**src/rtl/banco_registradores_param_pkg.sv**
```systemverilog
// Shared defaults and the address-width helper for the parameterised register bank.
package banco_registradores_param_pkg;

  localparam int LARGURA_PADRAO   = 8;
  localparam int NUM_REGS_PADRAO  = 8;
  localparam int NUM_BOOLS_PADRAO = 4;

  function automatic int clog2(input int n);
    int r;
    r = 0;
    for (int i = 0; i < 31; i++) begin
      if ((1 << i) < n) r = i + 1;
    end
    return r;
  endfunction

endpackage

```
**src/rtl/banco_registradores_param_if.sv**
```systemverilog
// Read/write/reserve bus of the register bank; the master drives requests, the slave returns registered reads.
interface banco_registradores_param_if
  import banco_registradores_param_pkg::*;
#(
  parameter int LARGURA   = LARGURA_PADRAO,
  parameter int NUM_REGS  = NUM_REGS_PADRAO,
  parameter int NUM_BOOLS = NUM_BOOLS_PADRAO
);
  localparam int AW = clog2(NUM_REGS);
  localparam int BW = clog2(NUM_BOOLS);

  logic               halt;
  logic [AW-1:0]      regLido1;
  logic [AW-1:0]      regLido2;
  logic [AW-1:0]      regEscrito;
  logic               sobrescrever;
  logic [LARGURA-1:0] dadoEscrito;
  logic [BW-1:0]      boolLido1;
  logic [BW-1:0]      boolLido2;
  logic [BW-1:0]      boolEscrito;
  logic               sobrescreverBool;
  logic               dadoBoolEscrito;
  logic               reservar;
  logic [AW-1:0]      regReservado;
  logic [LARGURA-1:0] dado1;
  logic [LARGURA-1:0] dado2;
  logic               dadoBool1;
  logic               dadoBool2;
  logic               ocupado1;
  logic               ocupado2;

  modport master (
    output halt, regLido1, regLido2, regEscrito, sobrescrever, dadoEscrito,
           boolLido1, boolLido2, boolEscrito, sobrescreverBool, dadoBoolEscrito,
           reservar, regReservado,
    input  dado1, dado2, dadoBool1, dadoBool2, ocupado1, ocupado2
  );

  modport slave (
    input  halt, regLido1, regLido2, regEscrito, sobrescrever, dadoEscrito,
           boolLido1, boolLido2, boolEscrito, sobrescreverBool, dadoBoolEscrito,
           reservar, regReservado,
    output dado1, dado2, dadoBool1, dadoBool2, ocupado1, ocupado2
  );

endinterface

```
**src/rtl/banco_registradores_param_placar_ocupacao.sv**
```systemverilog
// Busy-bit scoreboard: a write releases a register, a reservation marks it pending,
// and two lookups return the post-edge busy state one cycle later.
module placar_ocupacao
  import banco_registradores_param_pkg::*;
#(
  parameter int NUM_REGS  = NUM_REGS_PADRAO,
  parameter int ZERO_FIXO = 1,
  parameter int AW        = clog2(NUM_REGS)
) (
  input  logic          clk_i,
  input  logic          rst_i,
  input  logic          halt_i,
  input  logic          reservar_i,
  input  logic [AW-1:0] regReservado_i,
  input  logic          liberar_i,
  input  logic [AW-1:0] regLiberado_i,
  input  logic [AW-1:0] regLido1_i,
  input  logic [AW-1:0] regLido2_i,
  output logic          ocupado1_o,
  output logic          ocupado2_o
);

  logic [NUM_REGS-1:0] busy_q;
  logic [NUM_REGS-1:0] busy_d;
  logic                ocupado1_q;
  logic                ocupado1_d;
  logic                ocupado2_q;
  logic                ocupado2_d;

  function automatic logic enderecoValido(input logic [AW-1:0] addr);
    return (int'(addr) < NUM_REGS) && !((ZERO_FIXO != 0) && (addr == '0));
  endfunction

  // Release is applied before reserve so a same-edge reservation of that register wins.
  always_comb begin
    busy_d = busy_q;
    if (liberar_i && enderecoValido(regLiberado_i)) busy_d[regLiberado_i] = 1'b0;
    if (reservar_i && enderecoValido(regReservado_i)) busy_d[regReservado_i] = 1'b1;
    ocupado1_d = enderecoValido(regLido1_i) ? busy_d[regLido1_i] : 1'b0;
    ocupado2_d = enderecoValido(regLido2_i) ? busy_d[regLido2_i] : 1'b0;
  end

  always_ff @(posedge clk_i) begin
    if (rst_i) begin
      busy_q     <= '0;
      ocupado1_q <= 1'b0;
      ocupado2_q <= 1'b0;
    end else if (!halt_i) begin
      busy_q     <= busy_d;
      ocupado1_q <= ocupado1_d;
      ocupado2_q <= ocupado2_d;
    end
  end

  assign ocupado1_o = ocupado1_q;
  assign ocupado2_o = ocupado2_q;

endmodule

```
**src/rtl/banco_registradores_param.sv**
```systemverilog
// Parameterised data/boolean register bank with write bypass, optional hardwired zero
// register and a busy-bit scoreboard for pending writes.
module banco_registradores_param
  import banco_registradores_param_pkg::*;
#(
  parameter int LARGURA   = LARGURA_PADRAO,
  parameter int NUM_REGS  = NUM_REGS_PADRAO,
  parameter int NUM_BOOLS = NUM_BOOLS_PADRAO,
  parameter int ZERO_FIXO = 1
) (
  input  logic                        clk_i,
  input  logic                        rst_i,
  banco_registradores_param_if.slave  bus
);

  localparam int AW = clog2(NUM_REGS);
  localparam int BW = clog2(NUM_BOOLS);

  logic [LARGURA-1:0]   banco_q [NUM_REGS];
  logic [LARGURA-1:0]   banco_d [NUM_REGS];
  logic [NUM_BOOLS-1:0] bools_q;
  logic [NUM_BOOLS-1:0] bools_d;
  logic [LARGURA-1:0]   dado1_q;
  logic [LARGURA-1:0]   dado1_d;
  logic [LARGURA-1:0]   dado2_q;
  logic [LARGURA-1:0]   dado2_d;
  logic                 dadoBool1_q;
  logic                 dadoBool1_d;
  logic                 dadoBool2_q;
  logic                 dadoBool2_d;

  function automatic logic regValido(input logic [AW-1:0] addr);
    return (int'(addr) < NUM_REGS) && !((ZERO_FIXO != 0) && (addr == '0));
  endfunction

  function automatic logic boolValido(input logic [BW-1:0] addr);
    return int'(addr) < NUM_BOOLS;
  endfunction

  // Reads look at the post-write contents, which gives same-edge bypass for free.
  always_comb begin
    banco_d = banco_q;
    bools_d = bools_q;
    if (bus.sobrescrever && regValido(bus.regEscrito))
      banco_d[bus.regEscrito] = bus.dadoEscrito;
    if (bus.sobrescreverBool && boolValido(bus.boolEscrito))
      bools_d[bus.boolEscrito] = bus.dadoBoolEscrito;
    dado1_d     = regValido(bus.regLido1)   ? banco_d[bus.regLido1]   : '0;
    dado2_d     = regValido(bus.regLido2)   ? banco_d[bus.regLido2]   : '0;
    dadoBool1_d = boolValido(bus.boolLido1) ? bools_d[bus.boolLido1]  : 1'b0;
    dadoBool2_d = boolValido(bus.boolLido2) ? bools_d[bus.boolLido2]  : 1'b0;
  end

  always_ff @(posedge clk_i) begin
    if (rst_i) begin
      banco_q     <= '{default: '0};
      bools_q     <= '0;
      dado1_q     <= '0;
      dado2_q     <= '0;
      dadoBool1_q <= 1'b0;
      dadoBool2_q <= 1'b0;
    end else if (!bus.halt) begin
      banco_q     <= banco_d;
      bools_q     <= bools_d;
      dado1_q     <= dado1_d;
      dado2_q     <= dado2_d;
      dadoBool1_q <= dadoBool1_d;
      dadoBool2_q <= dadoBool2_d;
    end
  end

  placar_ocupacao #(
    .NUM_REGS  (NUM_REGS),
    .ZERO_FIXO (ZERO_FIXO),
    .AW        (AW)
  ) uPlacar (
    .clk_i          (clk_i),
    .rst_i          (rst_i),
    .halt_i         (bus.halt),
    .reservar_i     (bus.reservar),
    .regReservado_i (bus.regReservado),
    .liberar_i      (bus.sobrescrever),
    .regLiberado_i  (bus.regEscrito),
    .regLido1_i     (bus.regLido1),
    .regLido2_i     (bus.regLido2),
    .ocupado1_o     (bus.ocupado1),
    .ocupado2_o     (bus.ocupado2)
  );

  assign bus.dado1     = dado1_q;
  assign bus.dado2     = dado2_q;
  assign bus.dadoBool1 = dadoBool1_q;
  assign bus.dadoBool2 = dadoBool2_q;

endmodule

```
**src/flat_wrapper.sv**
```systemverilog
// flat-port wrapper written by rule: the top's interface ports become plain ports
module banco_registradores_param_flat import banco_registradores_param_pkg::*;
#(
  parameter int LARGURA   = LARGURA_PADRAO,
  parameter int NUM_REGS  = NUM_REGS_PADRAO,
  parameter int NUM_BOOLS = NUM_BOOLS_PADRAO,
  parameter int ZERO_FIXO = 1
)
  (clk_i, rst_i, bus_halt, bus_regLido1, bus_regLido2, bus_regEscrito, bus_sobrescrever, bus_dadoEscrito, bus_boolLido1, bus_boolLido2, bus_boolEscrito, bus_sobrescreverBool, bus_dadoBoolEscrito, bus_reservar, bus_regReservado, bus_dado1, bus_dado2, bus_dadoBool1, bus_dadoBool2, bus_ocupado1, bus_ocupado2);
  banco_registradores_param_if #(.LARGURA(LARGURA), .NUM_REGS(NUM_REGS), .NUM_BOOLS(NUM_BOOLS)) bus_i ();
  input  logic clk_i;
  input  logic rst_i;
  input wire logic [$bits(bus_i.halt)-1:0] bus_halt;
  input wire logic [$bits(bus_i.regLido1)-1:0] bus_regLido1;
  input wire logic [$bits(bus_i.regLido2)-1:0] bus_regLido2;
  input wire logic [$bits(bus_i.regEscrito)-1:0] bus_regEscrito;
  input wire logic [$bits(bus_i.sobrescrever)-1:0] bus_sobrescrever;
  input wire logic [$bits(bus_i.dadoEscrito)-1:0] bus_dadoEscrito;
  input wire logic [$bits(bus_i.boolLido1)-1:0] bus_boolLido1;
  input wire logic [$bits(bus_i.boolLido2)-1:0] bus_boolLido2;
  input wire logic [$bits(bus_i.boolEscrito)-1:0] bus_boolEscrito;
  input wire logic [$bits(bus_i.sobrescreverBool)-1:0] bus_sobrescreverBool;
  input wire logic [$bits(bus_i.dadoBoolEscrito)-1:0] bus_dadoBoolEscrito;
  input wire logic [$bits(bus_i.reservar)-1:0] bus_reservar;
  input wire logic [$bits(bus_i.regReservado)-1:0] bus_regReservado;
  output wire logic [$bits(bus_i.dado1)-1:0] bus_dado1;
  output wire logic [$bits(bus_i.dado2)-1:0] bus_dado2;
  output wire logic [$bits(bus_i.dadoBool1)-1:0] bus_dadoBool1;
  output wire logic [$bits(bus_i.dadoBool2)-1:0] bus_dadoBool2;
  output wire logic [$bits(bus_i.ocupado1)-1:0] bus_ocupado1;
  output wire logic [$bits(bus_i.ocupado2)-1:0] bus_ocupado2;
  assign bus_i.halt = bus_halt;
  assign bus_i.regLido1 = bus_regLido1;
  assign bus_i.regLido2 = bus_regLido2;
  assign bus_i.regEscrito = bus_regEscrito;
  assign bus_i.sobrescrever = bus_sobrescrever;
  assign bus_i.dadoEscrito = bus_dadoEscrito;
  assign bus_i.boolLido1 = bus_boolLido1;
  assign bus_i.boolLido2 = bus_boolLido2;
  assign bus_i.boolEscrito = bus_boolEscrito;
  assign bus_i.sobrescreverBool = bus_sobrescreverBool;
  assign bus_i.dadoBoolEscrito = bus_dadoBoolEscrito;
  assign bus_i.reservar = bus_reservar;
  assign bus_i.regReservado = bus_regReservado;
  assign bus_dado1 = bus_i.dado1;
  assign bus_dado2 = bus_i.dado2;
  assign bus_dadoBool1 = bus_i.dadoBool1;
  assign bus_dadoBool2 = bus_i.dadoBool2;
  assign bus_ocupado1 = bus_i.ocupado1;
  assign bus_ocupado2 = bus_i.ocupado2;
  banco_registradores_param #(.LARGURA(LARGURA), .NUM_REGS(NUM_REGS), .NUM_BOOLS(NUM_BOOLS), .ZERO_FIXO(ZERO_FIXO)) u_core (.clk_i(clk_i), .rst_i(rst_i), .bus(bus_i));
endmodule
```
**config.mk**
```make
export PLATFORM = sky130hd
export DESIGN_NAME = banco_registradores_param_flat
export DESIGN_NICKNAME = d
export VERILOG_FILES = /design/src/rtl/banco_registradores_param_pkg.sv /design/src/rtl/banco_registradores_param_if.sv /design/src/rtl/banco_registradores_param_placar_ocupacao.sv /design/src/rtl/banco_registradores_param.sv /design/src/flat_wrapper.sv
export SDC_FILE = /design/constraint.sdc
export NUM_CORES = 1
export LEC_CHECK = 0
export ABC_AREA = 0
export ABC_CLOCK_PERIOD_IN_PS = 4970
export CAP_MARGIN = 40
export CORE_MARGIN = 3
export CORE_UTILIZATION = 51
export DETAILED_ROUTE_END_ITERATION = 16
export PLACE_DENSITY_LB_ADDON = 0.3
export SYNTH_ARGS = -nofsm -noshare
export SYNTH_HDL_FRONTEND = slang
export SYNTH_SLANG_ARGS = --single-unit
```
**constraint.sdc**
```tcl
create_clock -name clk_i -period 4.97 [get_ports clk_i]
set_input_delay 0.7455 -clock clk_i [delete_from_list [all_inputs] [get_ports clk_i]]
set_output_delay 0.7455 -clock clk_i [all_outputs]
set_load 0.05 [all_outputs]
```
==> results of run 1 <==
per-stage QoR:
| stage | hold WS, ns | area [um2] | power, mW | utilization, % |
|---|---|---|---|---|
| 2_1_floorplan | 0.436 | 5250 | 0.941 | - |
| 3_3_place_gp | 0.446 | 5680 | 1.03 | 57.3 |
| 3_5_place_dp | 0.459 | 5730 | 1.04 | 57.8 |
| 4_1_cts | 0.470 | 5940 | 1.56 | 59.9 |
| 5_1_grt | 0.490 | 5940 | 1.61 | 59.9 |
| 6_report | 0.465 | 5940 | 1.55 | 59.9 |
registers in the layout, indices dropped and copies added (netlist names):
signal and count:
u_core.bus.dadoBool2 1, u_core.banco_q 56, u_core.bus.dado1 8, u_core.uPlacar.ocupado2_o 1
u_core.uPlacar.busy_q 7, u_core.bools_q 4, u_core.bus.dado2 8, u_core.bus.dadoBool1 1
u_core.uPlacar.ocupado1_o 1
power groups by stage:
stage	clock network (mW)	registers [mW]	logic, mW
after floorplan	0	0.776	0.164
after global placement	0	0.742	0.289
after detailed placement	0	0.743	0.296
after CTS	0.531	0.727	0.298
after global routing	0.562	0.729	0.323
final	0.522	0.728	0.304
logic make-up (layout without fill, tap and decap cells):
family / Yosys count / in the layout / share of synthesized area (%)
mux: 63 / 63 / 12.5
compound gates: 157 / 157 / 22.6
xor+xnor: 4 / 4 / 0.811
simple gates: 235 / 235 / 23.7
buf+inv: 86 / 100 / 7.20
flops: 87 / 87 / 33.2
final timing paths:
| check | from | slack, ns | endpoint | depth (start not counted) |
|---|---|---|---|---|
| worst max register to register | u_core.bools_q[3]$_SDFFE_PP0N_ | 3.58 | u_core.bus.dadoBool2$_SDFFE_PP0N_ | 4 |
| worst max-delay path | bus_regEscrito[0] | 1.88 | u_core.bus.dado2[5]$_SDFFE_PP0N_ | 6 |
| worst min register to register | u_core.banco_q[9]$_SDFFE_PP0N_ | 0.46 | u_core.banco_q[9]$_SDFFE_PP0N_ | 2 |
| worst min-delay path | u_core.banco_q[9]$_SDFFE_PP0N_ | 0.46 | u_core.banco_q[9]$_SDFFE_PP0N_ | 2 |
worst max-delay path, delay by kind of cell:
kind,cells,cell delay (ns)
buffers and inverters,1,0.89
AO/OA/AOI/OAI,2,0.38
AND/OR/NAND/NOR,3,1.34
layer usage:
layer | vias up | wire, um | part of all wire (%) | track usage [%]
li1 | 2353 | - | - | -
met1 | 2449 | 6750 | 42 | 36.3
met2 | 308 | 7430 | 46 | 45.4
met3 | 42 | 1490 | 9.2 | 7.20
met4 | 2 | 551 | 3.4 | 13.0
met5 | - | 34 | 0.21 | 2.38
area by class of cell:
class / count / area, um2 / share of cell area [%]
Timing Repair Buffer: 63 / 607 / 10.2
Clock inverter: 4 / 52.6 / 0.885
Inverter: 21 / 78.8 / 1.33
Multi-Input combinational cell: 459 / 3130 / 52.8
Sequential cell: 87 / 1740 / 29.3
Tap cell: 133 / 166 / 2.80
Clock buffer: 12 / 155 / 2.61
synth_stat cells (11+ instances only):
master,instances,area [um2]
dfxtp_1,87,1740
mux2i_1,61,611
nor2_1,56,210
nand2_1,54,203
clkbuf_1,41,154
a21oi_1,30,150
nor3_1,25,125
and3_1,20,125
inv_1,19,71.3
or3_1,17,106
o32ai_1,15,131
a221oi_1,14,123
buf_2,14,70.1
o22ai_1,13,81.3
o21a_1,12,90.1
nand2b_1,11,68.8
==> impl_metrics.env, run 1 <==
export IMPL_synth_nets=665
export IMPL_cts_sinks=87
export IMPL_period_needed_ns=3.09
export IMPL_floorplan_core_area_mm2=0.00991
export IMPL_hold_viol=0
export IMPL_setup_violations_final=0
export IMPL_fin_crit_sh_pct=62.1
export IMPL_clkPwrFrac_pct=33.6
export IMPL_grt_pass1_wl_um=26100
export IMPL_fmax_mhz=324
export IMPL_die_width_um=107
export IMPL_insertedDiodeCount=0
export IMPL_syn_area_mm2=0.00525
export IMPL_num_rows=36
export IMPL_clockRootBuffer="clkbuf_8"
export IMPL_start_kind="input port"
export IMPL_synth_edff_count=0
export IMPL_setup_tns_ns=0
export IMPL_cp_common_cell="and3_1"
export IMPL_setup_ws_ns=1.88
export IMPL_fillers=904
export IMPL_io_pins=53
export IMPL_fin_cells=779
export IMPL_grt_pass1_vias=4945
export IMPL_cp_max_fo=19
export IMPL_most_common_layout_cells="dfxtp_1, mux2i_1, nor2_1"
export IMPL_power_share_sequential_pct=46.8
export IMPL_grt_max_degree=48
export IMPL_routed_via_density=6.62
export IMPL_area_growth_pct=13.1
export IMPL_drv_cap=0
export IMPL_insertion_delay_ns=0.37
export IMPL_place_ws_ns=1.63
export IMPL_critPathKind="in2reg"
export IMPL_drive_gt1_share_pct=6.81
export IMPL_slew_violations=0
export IMPL_wl_um=16300
export IMPL_wl_per_cell_um=20.9
export IMPL_ys_ff_latch=87
export IMPL_chipHeight_um=107
export IMPL_hold_class="reg2reg"
export IMPL_dp_hpwl_um=11200
export IMPL_io_buffers=52
export IMPL_ir_drop_v=0.000162
export IMPL_antenna_found_initial=0
export IMPL_clk_pin_slew_ns=0.09
export IMPL_swShare_pct=29.9
export IMPL_crit_arrival_ns=3.36
export IMPL_ys_flop_type="dfxtp_1"
export IMPL_drtIter0Drc=511
export IMPL_grtUsageTotal_pct=28.6
export IMPL_cellPowerDensity_mw_per_mm2=262
export IMPL_comb_power_share_pct=19.6
export IMPL_dr_pass1_iters=5
export IMPL_syn_avg_cell_area_um2=8.31
export IMPL_cts_resized_gates=0
export IMPL_max_stage_delay_ns=0.89
export IMPL_cts_hold_buf=0
export IMPL_async_reset_ff_share_pct=0
export IMPL_cts_tree="done"
export IMPL_cts_buffers=9
export IMPL_synth_cells=632
export IMPL_gr_total_overflow=0
export IMPL_die_area_mm2=0.0115
export IMPL_skew_ns=0.0126
export IMPL_yosysWarningCount=0
export IMPL_layout_nets=674
export IMPL_tightestPinTransition_ns=0.999
export IMPL_place_inst=763
export IMPL_run_status="finished, final reports clean"
export IMPL_post_cts_repair_setup_buffers=0
export IMPL_slowest_stage="clkdlybuf4s50_1"
export IMPL_htree_levels=3
export IMPL_p_leak_nw=2.10
export IMPL_gp_congestion=0.932
export IMPL_required_ns=5.24
export IMPL_dr_total_vias=5154
export IMPL_clk_path_buf_depth=2
export IMPL_postRouteAntennaNets=0
export IMPL_ys_types=59
export IMPL_p_switching_uw=465
export IMPL_ys_seq_area_share_pct=33.2
export IMPL_rsz0062_at_grt="false"
export IMPL_drc=0
export IMPL_endpoint_kind="flip-flop"
export IMPL_relSlewSlack_pct=33.2
export IMPL_intPower_mw=1.09
export IMPL_path_cells="clkdlybuf4s50_1, nand4b_1, and3_1, a221oi_1, o22ai_1, and3_1"
export IMPL_final_common_cell="dfxtp_1"
export IMPL_start_util_pct=53.0
No activity file was read; power rests on OpenSTA's default activity.
==> run 2, diff against run 1 <==
--- a/config.mk
+++ b/config.mk
@@ -6,7 +6,7 @@
 export NUM_CORES = 1
 export LEC_CHECK = 0
 export ABC_AREA = 0
-export ABC_CLOCK_PERIOD_IN_PS = 4970
+export ABC_CLOCK_PERIOD_IN_PS = 2500
 export CAP_MARGIN = 40
 export CORE_MARGIN = 3
 export CORE_UTILIZATION = 51
==> constraint.sdc (replaced) <==
create_clock -name clk_i -period 2.5 [get_ports clk_i]
set_input_delay 0.375 -clock clk_i [delete_from_list [all_inputs] [get_ports clk_i]]
set_output_delay 0.375 -clock clk_i [all_outputs]
set_load 0.05 [all_outputs]
==> run 2 against run 1 <==
Die area did not move. Clock power rose by 84%. Cell area rose by 4.2%. Via count rose by 2.5%. Combinational power rose by 110%. Final cell count rose by 4.2%. Wire length fell by 0.87%. Power rose by 96%. First-iteration DRC count fell by 12%. Sequential share of layout area fell by 1.2 points. Critical endpoint is now u_core.bus.dado1[1]$_SDFFE_PP0N_. Largest power group unchanged.
==> impl_metrics.env, run 2 (same netlist as run 1, synthesis figures left out) <==
export IMPL_run_status="finished, final reports clean"
export IMPL_post_cts_repair_setup_buffers=0
export IMPL_clk_pin_slew_ns=0.08
export IMPL_postRouteAntennaNets=0
export IMPL_max_stage_delay_ns=0.59
export IMPL_p_leak_nw=2.25
export IMPL_cts_buffers=9
export IMPL_place_inst=797
export IMPL_cts_resized_gates=0
export IMPL_io_buffers=52
export IMPL_insertedDiodeCount=0
export IMPL_cts_sinks=87
export IMPL_skew_ns=0.00623
export IMPL_most_common_layout_cells="dfxtp_1, mux2i_1, nor2_1"
export IMPL_antenna_found_initial=0
export IMPL_comb_power_share_pct=21.0
export IMPL_grt_max_degree=43
export IMPL_regArea_mm2=0.00174
export IMPL_start_kind="input port"
export IMPL_fin_util_pct=62.4
export IMPL_critPathKind="in2reg"
export IMPL_drv_cap=0
export IMPL_htree_levels=3
export IMPL_wl_um=16100
export IMPL_insertion_delay_ns=0.37
export IMPL_floorplan_core_area_mm2=0.00991
export IMPL_swShare_pct=30.0
export IMPL_p_switching_uw=914
export IMPL_drive_gt1_share_pct=11.2
export IMPL_fin_cells=812
export IMPL_setup_violations_final=0
export IMPL_layout_nets=708
export IMPL_routed_via_density=6.51
export IMPL_endpoint_kind="flip-flop"
export IMPL_multi_input_area_mm2=0.00313
export IMPL_clkPwrFrac_pct=31.5
export IMPL_rsz0062_at_grt="false"
export IMPL_gr_total_overflow=0
export IMPL_grt_pass1_vias=5111
export IMPL_relSlewSlack_pct=60.3
export IMPL_grt_use_met3_pct=5.16
export IMPL_cts_tree="done"
export IMPL_chipHeight_um=107
export IMPL_cp_max_fo=16
export IMPL_cellPowerDensity_mw_per_mm2=492
export IMPL_io_pins=53
export IMPL_grt_busiest_layer="met2"
export IMPL_wl_per_cell_um=19.8
export IMPL_largest_register="u_core.banco_q"
export IMPL_grtUsageTotal_pct=28.6
export IMPL_crit_arrival_ns=2.41
export IMPL_intPower_mw=2.13
export IMPL_clockRootBuffer="clkbuf_8"
export IMPL_grt_pass1_wl_um=26000
export IMPL_slew_violations=0
export IMPL_tightestPinTransition_ns=0.593
export IMPL_path_cells="clkdlybuf4s50_1, buf_4, nand4b_1, buf_4, mux2i_1, o22ai_1, nor3_1, a221oi_2"
export IMPL_cts_hold_buf=0
export IMPL_setup_tns_ns=0
export IMPL_largest_register_ffs=56
export IMPL_hold_class="in2reg"
export IMPL_clk_path_buf_depth=2
export IMPL_num_rows=36
export IMPL_dr_total_vias=5285
export IMPL_slowest_stage="clkdlybuf4s50_1"
export IMPL_power_share_sequential_pct=47.5
export IMPL_critPathTopFamily="buffers and inverters"
export IMPL_ir_drop_v=0.000261
export IMPL_met1_usage_pct=36.4
export IMPL_dp_hpwl_um=11700
export IMPL_use_met2_pct=46.8
export IMPL_fin_crit_sh_pct=87.3
export IMPL_fillers=891
export IMPL_dr_pass1_iters=5
export IMPL_area_growth_pct=17.9
export IMPL_hold_viol=0
export IMPL_drc=0
export IMPL_die_width_um=107
export IMPL_required_ns=2.73
export IMPL_critPathBufInv=3
export IMPL_drtIter0Drc=451
export IMPL_period_needed_ns=2.18
export IMPL_die_area_mm2=0.0115
export IMPL_final_common_cell="dfxtp_1"
export IMPL_fmax_mhz=458
export IMPL_start_util_pct=53.0
export IMPL_cp_common_cell="buf_4"
export IMPL_gp_congestion=0.950
[run 2: metrics by stage]
| stage | worst slack, ns | cell area [um2] | hold slack (ns) | power, mW |
|---|---|---|---|---|
| finish | 0.317 | 6190 | 0.409 | 3.05 |
| global route | 0.242 | 6190 | 0.415 | 3.16 |
| CTS | 0.394 | 6190 | 0.404 | 3.05 |
| detailed placement | 0.00414 | 6010 | 0.464 | 2.10 |
| global placement | 0.00288 | 6010 | 0.454 | 2.10 |
| floorplan | 0.674 | 5250 | 0.436 | 1.87 |
[run 2: final timing paths]
check / from / end / slack, ns / cells past startpoint
worst max-delay path: bus_regEscrito[0] / u_core.bus.dado1[1]$_SDFFE_PP0N_ / 0.32 / 8
worst min-delay path: rst_i / u_core.uPlacar.busy_q[4]$_SDFFE_PP0N_ / 0.41 / 2
worst max register to register: u_core.bools_q[3]$_SDFFE_PP0N_ / u_core.bus.dadoBool1$_SDFFE_PP0N_ / 1.13 / 4
worst min register to register: u_core.bus.dadoBool2$_SDFFE_PP0N_ / u_core.bus.dadoBool2$_SDFFE_PP0N_ / 0.47 / 2
[run 2: routing by layer]
layer / wire, um / up-vias
met1: 6620 / 2479
met3: 1400 / 70
met5: 0 / -
met4: 678 / 0
met2: 7410 / 315
li1: - / 2421
[run 2: layout make-up]
class | instances | area share [%]
sequential | 87 | 28.1
inverter | 21 | 1.27
clock inverter | 3 | 0.728
multi-input combinational | 459 | 50.7
tap | 133 | 2.69
clock buffer | 12 | 2.18
timing repair buffer | 97 | 14.3
[run 2: power by group through the flow]
stage,clock (mW),combinational [mW],sequential [mW]
floorplan,0,0.326,1.54
finish,0.959,0.640,1.45
global placement,0,0.618,1.48
global route,1.03,0.682,1.45
CTS,0.974,0.629,1.45
detailed placement,0,0.625,1.48
==> run 3, diff against run 2 <==
--- a/config.mk
+++ b/config.mk
@@ -14,4 +14,5 @@
 export PLACE_DENSITY_LB_ADDON = 0.3
 export SYNTH_ARGS = -nofsm -noshare
 export SYNTH_HDL_FRONTEND = slang
+export SYNTH_HIERARCHICAL = 1
 export SYNTH_SLANG_ARGS = --single-unit
==> run 3 against run 2 <==
Combinational power down 3%. Die area down 1.6%. Critical path depth down 1. Register-to-register slack worse by 0.08 ns. Sequential power about the same. Power up 7.4%. Via count down 5.9%. Largest power group unchanged. Critical endpoint is now u_core/bus.dado2[6]$_SDFFE_PP0N_. Hold slack worse by 0.14 ns.
==> impl_metrics.env, run 3 <==
export IMPL_tightestPinTransition_ns=0.663
export IMPL_yosysMostFrequentCell="nor2_1"
export IMPL_endpoint_kind="flip-flop"
export IMPL_clk_path_buf_depth=2
export IMPL_insertedDiodeCount=0
export IMPL_io_buffers=52
export IMPL_rrSetupSlack_ns=1.05
export IMPL_largest_register="u_core/banco_q"
export IMPL_ys_flop_type="dfxtp_1"
export IMPL_die_width_um=107
export IMPL_postRouteAntennaNets=0
export IMPL_skew_ns=0.0101
export IMPL_cts_hold_buf=0
export IMPL_dr_pass1_iters=6
export IMPL_synth_common_cells="nor2_1, dfxtp_1, mux2i_1"
export IMPL_fin_util_pct=63.3
export IMPL_cp_max_fo=10
export IMPL_clockRootBuffer="clkbuf_8"
export IMPL_syn_area_mm2=0.00516
export IMPL_drtIter0Drc=609
export IMPL_reg2regPathDepth=4
export IMPL_yosysTopAreaCell="dfxtp_1"
export IMPL_final_common_cell="nor2_1"
export IMPL_hold_class="in2reg"
export IMPL_synthAdderAreaFrac_pct=0
export IMPL_wl_um=15400
export IMPL_dr_total_vias=4975
export IMPL_area_growth_pct=20.4
export IMPL_fin_crit_sh_pct=87.8
export IMPL_cts_sinks=87
export IMPL_grt_pass1_vias=4662
export IMPL_antenna_found_initial=0
export IMPL_start_kind="input port"
export IMPL_ys_seq_area_share_pct=33.7
export IMPL_layout_nets=687
export IMPL_timing_rr_end="u_core/uPlacar/ocupado1_o$_SDFFE_PP0N_"
export IMPL_grt_pass1_wl_um=24800
export IMPL_gr_total_overflow=0
export IMPL_cts_buffers=9
export IMPL_drv_cap=0
export IMPL_period_needed_ns=2.19
export IMPL_insertion_delay_ns=0.37
export IMPL_syn_avg_cell_area_um2=8.62
export IMPL_ys_types=62
export IMPL_floorplan_core_area_mm2=0.00982
export IMPL_synth_top_cell_area_share_pct=33.7
export IMPL_cts_tree="done"
export IMPL_hold_viol=0
export IMPL_fmax_mhz=456
export IMPL_start_util_pct=52.6
export IMPL_fillers=848
export IMPL_relSlewSlack_pct=55.5
export IMPL_critPathKind="in2reg"
export IMPL_hold_end="u_core/banco_q[38]$_SDFFE_PP0N_"
export IMPL_ir_drop_v=0.000405
export IMPL_place_ws_ns=-0.0342
export IMPL_wl_per_cell_um=19.5
export IMPL_required_ns=2.81
export IMPL_largest_register_ffs=56
export IMPL_drc=0
export IMPL_grt_max_degree=38
export IMPL_crit_arrival_ns=2.51
export IMPL_synth_top_cells_by_area="dfxtp_1, mux2i_1, nor2_1"
export IMPL_setup_violations_final=0
export IMPL_synth_cells=599
export IMPL_r2r_start="u_core/uPlacar/busy_q[4]$_SDFFE_PP0N_"
export IMPL_ys_ff_latch=87
export IMPL_drive_gt1_share_pct=14.0
export IMPL_rsz0062_at_grt="false"
export IMPL_routed_via_density=6.29
export IMPL_gp_congestion=0.935
export IMPL_run_status="finished, final reports clean"
export IMPL_hp_start="rst_i"
export IMPL_grtUsageTotal_pct=27.3
export IMPL_htree_levels=3
export IMPL_p_leak_nw=2.29
export IMPL_synth_nets=632
export IMPL_yosys_area_share_simple_pct=19.7
export IMPL_min_path_cells=2
export IMPL_synth_top_family_by_area="compound AO/OA/AOI/OAI gates"
export IMPL_synth_xor_area_share_pct=0.679
export IMPL_crit_start="bus_regEscrito[2]"
export IMPL_synth_area_mux_share_pct=18.7
export IMPL_async_reset_ff_share_pct=0
export IMPL_cts_resized_gates=0
export IMPL_most_common_layout_cells="nor2_1, dfxtp_1, mux2i_1"
export IMPL_synth_compound_area_share_pct=22.2
export IMPL_synth_edff_count=0
export IMPL_yosysWarningCount=6
export IMPL_num_rows=36
export IMPL_chipHeight_um=107
export IMPL_dp_hpwl_um=11400
export IMPL_io_pins=53
export IMPL_setup_ws_ns=0.306
export IMPL_cellPowerDensity_mw_per_mm2=526
export IMPL_slew_violations=0
export IMPL_die_area_mm2=0.0114
export IMPL_post_cts_repair_setup_buffers=0
export IMPL_clk_pin_slew_ns=0.09
-- run 3: cell count changes after synthesis, moves of 16 or more --
cell     change
nor2_1      +32
and3_1      -19
nor3_1      -19
a21oi_1     +16
a32o_1      +16
inv_1       -16
-- run 3: critical path: stages --
cell and delay [ns]:
clkdlybuf4s50_1 0.57, buf_4 0.24, xnor2_1 0.55, a31o_2 0.25
a221oi_1 0.05, a311oi_1 0.26, a32o_1 0.20
-- run 3: report_power, final --
part | switching [mW] | leakage, nW | internal (mW)
Sequential | 0.0256 | 0.705 | 1.42
Combinational | 0.368 | 1.46 | 0.255
Clock | 0.538 | 0.116 | 0.665
-- run 3: kinds of logic (layout without fill, tap and decap cells) --
kind of cell / count (synthesis) / after routing
AND/OR/NAND/NOR: 200 / 200
flip-flops: 87 / 87
AO/OA/AOI/OAI: 163 / 163
multiplexers: 90 / 90
XOR/XNOR: 4 / 4
buffers and inverters: 55 / 114
-- run 3: worst max-delay path by stage --
stage | to
global route | u_core/uPlacar/ocupado1_o$_SDFFE_PP0N_
floorplan | u_core/bus.dado1[0]$_SDFFE_PP0N_
finish | u_core/bus.dado2[6]$_SDFFE_PP0N_
detailed placement | u_core/bus.dado1[4]$_SDFFE_PP0N_
global placement | u_core/bus.dado1[4]$_SDFFE_PP0N_
CTS | u_core/bus.dado2[6]$_SDFFE_PP0N_
-- run 3: layout make-up --
class	instances	area [um2]	area share [%]
clock buffers	9	124	1.99
clock inverters	6	115	1.85
inverters	3	11.3	0.181
multi-input cells	457	3160	50.9
flip-flops and latches	87	1740	28.0
well taps	133	166	2.68
repair buffers	96	896	14.4
-- run 3: metrics by stage --
step	power [mW]	hold slack, ns	setup TNS [ns]	cell area [um2]	instances
after global placement	2.07	0.441	0	5980	776
after detailed placement	2.09	0.451	-0.142	5980	776
after floorplan	1.84	0.442	0	5160	599
final	3.27	0.270	0	6210	791
after CTS	3.27	0.262	0	6210	791
after global routing	3.39	0.278	0	6210	791
-- run 3: metal layers --
metal  vias to the layer above  global-route usage (%)  part of all wire (%)  wire length [um]
met5                         -                       0                     0                 0
met2                       254                    42.4                    45              6980
met4                         0                    8.68                   2.3               354
li1                       2314                       -                     -                 -
met1                      2364                    38.7                    43              6600
met3                        43                    4.82                   9.6              1480
